[src/rtl/riscv_pkg.sv]
// Shared RV32 pipeline encodings: ALU ops, forwarding selects, result sources.
package riscv_pkg;

  localparam int XLEN_DEF = 32;

  typedef enum logic [2:0] {
    ALU_ADD  = 3'b000,
    ALU_SUB  = 3'b001,
    ALU_AND  = 3'b010,
    ALU_OR   = 3'b011,
    ALU_XOR  = 3'b100,
    ALU_SLT  = 3'b101,
    ALU_SLTU = 3'b110,
    ALU_NONE = 3'b111
  } alu_op_e;

  localparam logic [1:0] FWD_REG = 2'b00;
  localparam logic [1:0] FWD_WB  = 2'b01;
  localparam logic [1:0] FWD_MEM = 2'b10;

  localparam logic [1:0] RES_ALU = 2'b00;
  localparam logic [1:0] RES_MEM = 2'b01;
  localparam logic [1:0] RES_PC4 = 2'b10;

endpackage

[src/rtl/execute_stage_alu.sv]
// Combinational RV32 integer ALU; results wrap, zero flag covers the full result.
module alu
  import riscv_pkg::*;
#(
  parameter int XLEN = 32
) (
  input  logic [XLEN-1:0] i_a,
  input  logic [XLEN-1:0] i_b,
  input  logic [2:0]      i_op,
  output logic [XLEN-1:0] o_result,
  output logic            o_zero
);

  logic w_lt_s;
  logic w_lt_u;

  assign w_lt_s = $signed(i_a) < $signed(i_b);
  assign w_lt_u = i_a < i_b;

  always_comb begin
    o_result = '0;
    case (i_op)
      ALU_ADD:  o_result = i_a + i_b;
      ALU_SUB:  o_result = i_a - i_b;
      ALU_AND:  o_result = i_a & i_b;
      ALU_OR:   o_result = i_a | i_b;
      ALU_XOR:  o_result = i_a ^ i_b;
      ALU_SLT:  o_result = {{(XLEN-1){1'b0}}, w_lt_s};
      ALU_SLTU: o_result = {{(XLEN-1){1'b0}}, w_lt_u};
      default:  o_result = '0;
    endcase
  end

  assign o_zero = (o_result == '0);

endmodule

[src/rtl/execute_stage.sv]
// RV32 EX stage: operand forwarding, ALU, branch/jump resolution, PC target
// adder and the EX/MEM pipeline register.
module execute_stage
  import riscv_pkg::*;
#(
  parameter int XLEN = 32
) (
  input  logic            clk,
  input  logic            rst_n,
  input  logic            RegWriteE,
  input  logic            MemWriteE,
  input  logic            JumpE,
  input  logic            BranchE,
  input  logic            ALUSrcE,
  input  logic [1:0]      ResultSrcE,
  input  logic [2:0]      ALUControlE,
  input  logic [XLEN-1:0] RD1E,
  input  logic [XLEN-1:0] RD2E,
  input  logic [XLEN-1:0] PCE,
  input  logic [XLEN-1:0] ExtImmE,
  input  logic [XLEN-1:0] PCPulse4E,
  input  logic [4:0]      RdE,
  input  logic [1:0]      ForwardAE,
  input  logic [1:0]      ForwardBE,
  input  logic [XLEN-1:0] ResultW,
  output logic            PCSrcE,
  output logic [XLEN-1:0] PCTargetE,
  output logic            RegWriteM,
  output logic            MemWriteM,
  output logic [1:0]      ResultSrcM,
  output logic [XLEN-1:0] ALUResultM,
  output logic [XLEN-1:0] WriteDataM,
  output logic [XLEN-1:0] PCPulse4M,
  output logic [4:0]      RdM
);

  typedef struct packed {
    logic            reg_write;
    logic            mem_write;
    logic [1:0]      result_src;
    logic [XLEN-1:0] alu_result;
    logic [XLEN-1:0] write_data;
    logic [XLEN-1:0] pc_plus4;
    logic [4:0]      rd;
  } ex_mem_t;

  logic [XLEN-1:0] w_src_a;
  logic [XLEN-1:0] w_write_data;
  logic [XLEN-1:0] w_src_b;
  logic [XLEN-1:0] w_alu_result;
  logic            w_zero;
  ex_mem_t         w_ex_mem;
  ex_mem_t         r_ex_mem;

  // MEM-stage forwarding taps the registered result, so no loop through the ALU.
  always_comb begin
    w_src_a = RD1E;
    case (ForwardAE)
      FWD_WB:  w_src_a = ResultW;
      FWD_MEM: w_src_a = r_ex_mem.alu_result;
      default: w_src_a = RD1E;
    endcase
  end

  always_comb begin
    w_write_data = RD2E;
    case (ForwardBE)
      FWD_WB:  w_write_data = ResultW;
      FWD_MEM: w_write_data = r_ex_mem.alu_result;
      default: w_write_data = RD2E;
    endcase
  end

  assign w_src_b = ALUSrcE ? ExtImmE : w_write_data;

  alu #(.XLEN(XLEN)) u_alu (
    .i_a      (w_src_a),
    .i_b      (w_src_b),
    .i_op     (ALUControlE),
    .o_result (w_alu_result),
    .o_zero   (w_zero)
  );

  assign PCSrcE    = (BranchE & w_zero) | JumpE;
  assign PCTargetE = PCE + ExtImmE;

  always_comb begin
    w_ex_mem            = '0;
    w_ex_mem.reg_write  = RegWriteE;
    w_ex_mem.mem_write  = MemWriteE;
    w_ex_mem.result_src = ResultSrcE;
    w_ex_mem.alu_result = w_alu_result;
    w_ex_mem.write_data = w_write_data;
    w_ex_mem.pc_plus4   = PCPulse4E;
    w_ex_mem.rd         = RdE;
  end

  always_ff @(posedge clk or negedge rst_n) begin
    if (!rst_n) r_ex_mem <= '0;
    else        r_ex_mem <= w_ex_mem;
  end

  assign RegWriteM  = r_ex_mem.reg_write;
  assign MemWriteM  = r_ex_mem.mem_write;
  assign ResultSrcM = r_ex_mem.result_src;
  assign ALUResultM = r_ex_mem.alu_result;
  assign WriteDataM = r_ex_mem.write_data;
  assign PCPulse4M  = r_ex_mem.pc_plus4;
  assign RdM        = r_ex_mem.rd;

endmodule

[config.mk]
export PLATFORM = sky130hd
export DESIGN_NAME = execute_stage
export DESIGN_NICKNAME = d
export VERILOG_FILES = /design/src/rtl/riscv_pkg.sv /design/src/rtl/execute_stage_alu.sv /design/src/rtl/execute_stage.sv
export SDC_FILE = /design/constraint.sdc
export NUM_CORES = 1
export LEC_CHECK = 0
export ABC_CLOCK_PERIOD_IN_PS = 4650
export BUFFER_PORTS_ARGS = -buffer_cell sky130_fd_sc_hd__buf_2
export CORE_MARGIN = 5
export CORE_UTILIZATION = 49
export CTS_CLUSTER_DIAMETER = 80
export DETAILED_ROUTE_END_ITERATION = 7
export PLACE_DENSITY = 0.79
export SLEW_MARGIN = 15
export SYNTH_ARGS = -nofsm -noshare
export SYNTH_HDL_FRONTEND = slang
export SYNTH_HIERARCHICAL = 1
export SYNTH_SLANG_ARGS = --single-unit
export TNS_END_PERCENT = 5
[constraint.sdc]
create_clock -name clk -period 4.65 [get_ports clk]
set_input_delay 0.2325 -clock clk [delete_from_list [all_inputs] [get_ports clk]]
set_output_delay 0.2325 -clock clk [all_outputs]
set_load 0.005 [all_outputs]
# Word-level counts from Yosys, hierarchy flattened
# Index checks and enable logic that the tools add are counted.
# W data, S select, Z words.
op_classes:
  reduce_logical: 2
  shifts: 0
  n_bitwise: 5
  n_mux: 4
  magnitude_cmp: 2
  n_mul: 0
  addsub: 3
  eq_ne: 10
  div: 0
ops:
  columns: ["op", "n"]
  rows:
  - ["$pmux W32 S7", 1]
  - ["$pmux W32 S2", 2]
  - ["$add A32 B32 Y32", 2]
  - ["$lt A32 B32 Y1", 2]
  - ["$and A32 B32 Y32", 1]
  - ["$logic_not A32 Y1", 1]
  - ["$mux W32", 1]
  - ["$or A32 B32 Y32", 1]
  - ["$sub A32 B32 Y32", 1]
  - ["$xor A32 B32 Y32", 1]
  - ["$eq A3 B3 Y1 const B", 3]
  - ["$eq A3 B2 Y1 const B", 2]
  - ["$eq A2 B1 Y1 const B", 2]
  - ["$eq A2 B2 Y1 const B", 2]
  - ["$eq A3 B1 Y1 const B", 1]
  - ["$logic_not A3 Y1", 1]
  - ["$and A1 B1 Y1", 1]
  - ["$or A1 B1 Y1", 1]
totals:
  memories: 0
  ram_bits: 0
  register_bits: 105
  word_cells: 33
  latch_bits: 0
  input_bits: 213
  mem_bits_ro: 0

# Longest topological paths before layout
logic_depth:
  ltp_word: 8
  ltp_mapped: 22
  mapped_depth_nobuf: 20

# Modules after synthesis
# Netlist, hierarchy kept.
modules_own_cells:
  columns: ["mod", "seq_area_each_um2", "n_inst", "area_each_um2", "cells_per_inst"]
  rows:
  - ["alu", 0.0, 1, 5985.7, 885]
  - ["execute_stage", 2627.5, 1, 5945.7, 614]

# Worst setup path before layout
# OpenSTA, ideal clock, no wires.
synth_timing:
  path_kind: "input to output"
  start: "in ForwardBE[0]"
  end: "out PCSrcE"
  path_slack_ns: 0.220
  stages: 19
  t_arrival_ns: 4.198
  path_cell_list: "inv_1 -> ha_1 -> clkbuf_1 -> clkbuf_1 -> o21ai_0 -> mux2_2 -> ha_1 -> fa_1 -> nor2_1 -> o31ai_1 -> a221o_1 -> a22o_1 -> or4_1 -> nor4_2 -> nand4b_1 -> nor4_2 -> nand3_1 -> nor4_2 -> a21o_1"
synth_between:
  elab_chain_cells: 8
  word_cells_on_any_way: 15
  classes_between: "2 x add/sub; 2 x order compare; 2 x eq/ne; 3 x mux; 5 x bitwise; 1 x reduce/logical"
synth_lines:
  columns: ["element", "line", "rtl"]
  rows:
  - ["from (decl)", "execute_stage.sv:24", "input logic [1:0] ForwardBE,"]
  - ["$eq A2 B2 Y1 or $eq A2 B1 Y1 (tied branches)", "execute_stage.sv:67", "case (ForwardBE)"]
  - ["$pmux W32 S2 *", "execute_stage.sv:67", null]
  - ["net w_write_data[0]", "execute_stage.sv:48", "logic [XLEN-1:0] w_write_data;"]
  - ["$mux W32 *", "execute_stage.sv:74", "assign w_src_b = ALUSrcE ? ExtImmE : w_write_data;"]
  - ["net w_src_b[0]", "execute_stage.sv:49", "logic [XLEN-1:0] w_src_b;"]
  - ["$sub A32 B32 Y32 or $add A32 B32 Y32 (tied branches)", "execute_stage_alu.sv:24, execute_stage_alu.sv:23", null]
  - ["$pmux W32 S7 *", "execute_stage_alu.sv:22", "case (i_op)"]
  - ["net w_alu_result[4]", "execute_stage.sv:50", "logic [XLEN-1:0] w_alu_result;"]
  - ["$logic_not A32 Y1 *", "execute_stage_alu.sv:34", "assign o_zero = (o_result == '0);"]
  - ["net w_zero", "execute_stage.sv:51", "logic w_zero;"]
  - ["$and A1 B1 Y1 *", "execute_stage.sv:84", "assign PCSrcE = (BranchE & w_zero) | JumpE;"]
  - ["$or A1 B1 Y1 *", "execute_stage.sv:84", null]
  - ["to (decl)", "execute_stage.sv:26", "output logic PCSrcE,"]
# Mark *: on every way through the listed nets, which the timed path passes. The rest lies on a longest branch.

# Worst setup path after layout
layout_timing:
  start: "in ForwardBE[1]"
  end: "out PCSrcE"
# Same word-level chain as after synthesis.

==> impl_metrics.env <==
export IMPL_status="complete, but fails checks"
export IMPL_failed_checks="setup timing"
export IMPL_rsz0062_at_grt="true"
export IMPL_yosysSeqAreaShare_pct=22.0
export IMPL_worst_slew_pin_slew_ns=1.15
export IMPL_first_iter_violations=2115
export IMPL_grt_pass1_wl_mm=91.3
export IMPL_dieArea_mm2=0.0276
export IMPL_start_kind="input port"
export IMPL_gp_congestion=1.05
export IMPL_dp_hpwl_mm=46.0
export IMPL_cp_arrival_ns=4.67
export IMPL_clockRootBuffer="clkbuf_16"
export IMPL_synth_top_cell_area_share_pct=22.0
export IMPL_viasPerCell=6.22
export IMPL_drc=0
export IMPL_max_slew_margin_pct=22.5
export IMPL_multi_input_area_mm2=0.00898
export IMPL_synth_nets=1855
export IMPL_fin_crit_sh_pct=105
export IMPL_synth_area_per_cell_um2=7.96
export IMPL_power_density_mw_per_mm2=305
export IMPL_synthCells=1499
export IMPL_worst_hold_slack_ns=0.148
export IMPL_ios=351
export IMPL_clk_latency_ns=0.37
export IMPL_ir_worst_vdd_mv=0.182
export IMPL_fin_crit_ns=4.90
export IMPL_wl_per_cell_um=23.8
export IMPL_synthToLayoutAreaGrowth_pct=52.3
export IMPL_ant_nets=0
export IMPL_overflow=0
export IMPL_path_clk_slew_ns=0.08
export IMPL_cts_sinks=105
export IMPL_dp_cells=2428
export IMPL_clockBufferDepth=2
export IMPL_skew_ns=0.00915
export IMPL_grt_pass1_vias=15599
export IMPL_netlist_area_mm2=0.0119
export IMPL_fmax_mhz=204
export IMPL_worstSetupPathType="in -> out"
export IMPL_setup_ws_ns=-0.248
export IMPL_coreArea_mm2=0.0242
export IMPL_drt_total_wl_mm=60.5
export IMPL_cpPeakStageDelay_ns=0.40
export IMPL_register_area_mm2=0.00263
export IMPL_rows=57
export IMPL_grt_max_degree=72
export IMPL_post_synth_top_area_cell="dfrtp_1"
export IMPL_tritoncts="built"
export IMPL_p_leak_nw=9.02
export IMPL_vias=15769
export IMPL_postLayoutCoreUtil_pct=75.2
export IMPL_cts_htree_levels=3
export IMPL_io_buffer_count=350
export IMPL_fin_nets=2558
export IMPL_max_cap_violations=0
export IMPL_r2r_setup_slack_ns=-0.12
export IMPL_synthTopCellsByArea="dfrtp_1, ha_1, o21ai_0"
export IMPL_setup_viol=2
export IMPL_synthDistinctLibCells=97
export IMPL_stdcell_count=2535
export IMPL_hp_class="in -> reg"
export IMPL_synth_seq_cells=105
export IMPL_postPlaceCellArea_mm2=0.0164
export IMPL_ys_flop_type="dfrtp_1"
export IMPL_dr_pass1_iters=8
export IMPL_path_max_fanout=8
export IMPL_die_x_um=166
export IMPL_drive_above_1_share_pct=41.6
export IMPL_antenna_found_initial=4
export IMPL_grt_use_total_pct=41.6
export IMPL_critPathRequiredTime_ns=4.42
export IMPL_finalMaxSlewViolations=0
export IMPL_power_mw=5.54
export IMPL_endpoint_kind="output pin"
export IMPL_synthArstFlopShare_pct=100
export IMPL_die_y_um=166
export IMPL_hold_viol=0
export IMPL_dpl_worst_slack_ns=-0.541
export IMPL_initial_utilization_pct=49.4
export IMPL_cp_slowest_cell="or3_1"
export IMPL_setup_tns_ns=-0.374
export IMPL_n_fill_cell=1829
export IMPL_synth_edf_count=0
export IMPL_fin_area_mm2=0.0182
export IMPL_cts_buffers=9
export IMPL_ys_warn_count=6
[synth_stat cells (13+ instances only)]
cell type / n
a211oi_1: 18
a21o_1: 33
a21oi_1: 105
a22oi_1: 65
and3_1: 13
buf_2: 18
clkbuf_1: 56
dfrtp_1: 105
ha_1: 140
inv_1: 110
mux2_2: 32
nand2_1: 156
nand3_1: 35
nand4_1: 19
nor2_1: 79
nor2b_1: 14
nor3_1: 26
o211ai_1: 48
o21a_1: 14
o21ai_0: 118
o31ai_1: 18
xnor2_1: 35
[cell type report]
| class | count | area share [%] |
|---|---|---|
| inverters | 115 | 2.42 |
| clock buffers | 10 | 1.31 |
| clock inverters | 6 | 0.372 |
| well taps | 324 | 2.23 |
| diodes | 4 | 0.0551 |
| repair buffers | 784 | 29.7 |
| flip-flops and latches | 105 | 14.5 |
| multi-input cells | 1187 | 49.4 |
[cell families (layout without fill, tap and decap cells)]
logic type | Yosys count | after routing | synth area share, %
AOI/OAI and AO/OA | 543 | 543 | 31.1
xor gates and xnor gates | 47 | 47 | 3.51
adders and majority gates | 143 | 143 | 15.2
buffers and inverters | 207 | 915 | 7.20
DFF | 105 | 105 | 22.0
muxes | 41 | 41 | 3.88
other | 0 | 4 | 0
and+or+nand+nor | 413 | 413 | 17.1
[power breakdown]
group / total, mW / internal (mW) / switching, mW
clock network: 0.809 / 0.397 / 0.412
logic: 3.59 / 1.70 / 1.89
registers: 1.13 / 1.04 / 0.0996
[cell usage in the layout (no fill, tap or decap), types with 9 or more instances in the layout]
cell type	synthesis	layout
buf_4	9	374
buf_2	18	347
nand2_1	156	155
ha_1	140	120
dfrtp_1	105	105
inv_1	110	101
a21oi_1	105	98
o21ai_0	118	86
nor2_1	79	74
a22oi_1	65	57
o211ai_1	48	48
dlygate4sd3_1	0	42
nand3_1	35	35
xnor2_1	35	35
o21ai_1	7	33
a21o_1	33	33
nor3_1	26	25
mux2_2	32	22
nand4_1	19	19
a211oi_1	18	16
o31ai_1	18	16
ha_4	0	16
o21a_1	14	14
nor2b_1	14	14
and3_1	13	13
inv_2	5	11
nand2b_1	11	11
xor2_1	11	10
mux2_4	0	10
o21bai_1	11	9
o22ai_1	9	9
clkbuf_16	0	9
buf_12	0	9
[final timing paths]
| kind | startpoint | endpoint | cells after the start |
|---|---|---|---|
| hold reg to reg | ALUResultM[9] | WriteDataM[9] | 2 |
| setup / recovery | ForwardBE[1] | PCSrcE | 25 |
| max in group asynchronous | rst_n | ALUResultM[14] | 3 |
| setup reg to reg | ALUResultM[1] | ALUResultM[5] | 29 |
| min in group asynchronous | rst_n | WriteDataM[29] | 2 |
| hold / removal | RD2E[31] | WriteDataM[31] | 3 |
[repair_timing]
| item | CTS | global route |
|---|---|---|
| gates resized for setup | 143 | 13 |
| setup endpoints to repair | 1 | 2 |
| hold buffers | 42 | 0 |
| gates cloned | 5 | 0 |
| hold endpoints to repair | 45 | 0 |
| pin swaps | 31 | 5 |
| setup buffers | 41 | 0 |
[per-layer routing]
metal / up-vias / track usage, % / share of wire, % / wire [um]
li1: 6916 / - / - / -
met1: 7518 / 52.8 / 38 / 22800
met2: 1121 / 68.8 / 47 / 28200
met3: 214 / 9.45 / 11 / 6740
met4: 0 / 17.0 / 4.4 / 2680
met5: - / 0 / 0 / 0
[flip-flops by register name, summed over array words and instances, names as in the netlist]
signal      flops
ALUResultM     32
PCPulse4M      32
WriteDataM     32
RdM             5
ResultSrcM      2
MemWriteM       1
RegWriteM       1
[worst max-delay path, delay by kind of cell]
kind / cells / cell delay [ns]
fa+ha+maj: 2 / 0.37
simple gates: 5 / 1.13
mux: 2 / 0.50
buf+inv: 8 / 0.93
compound gates: 8 / 1.48
Note: power is estimated with default switching activity, not from simulation.
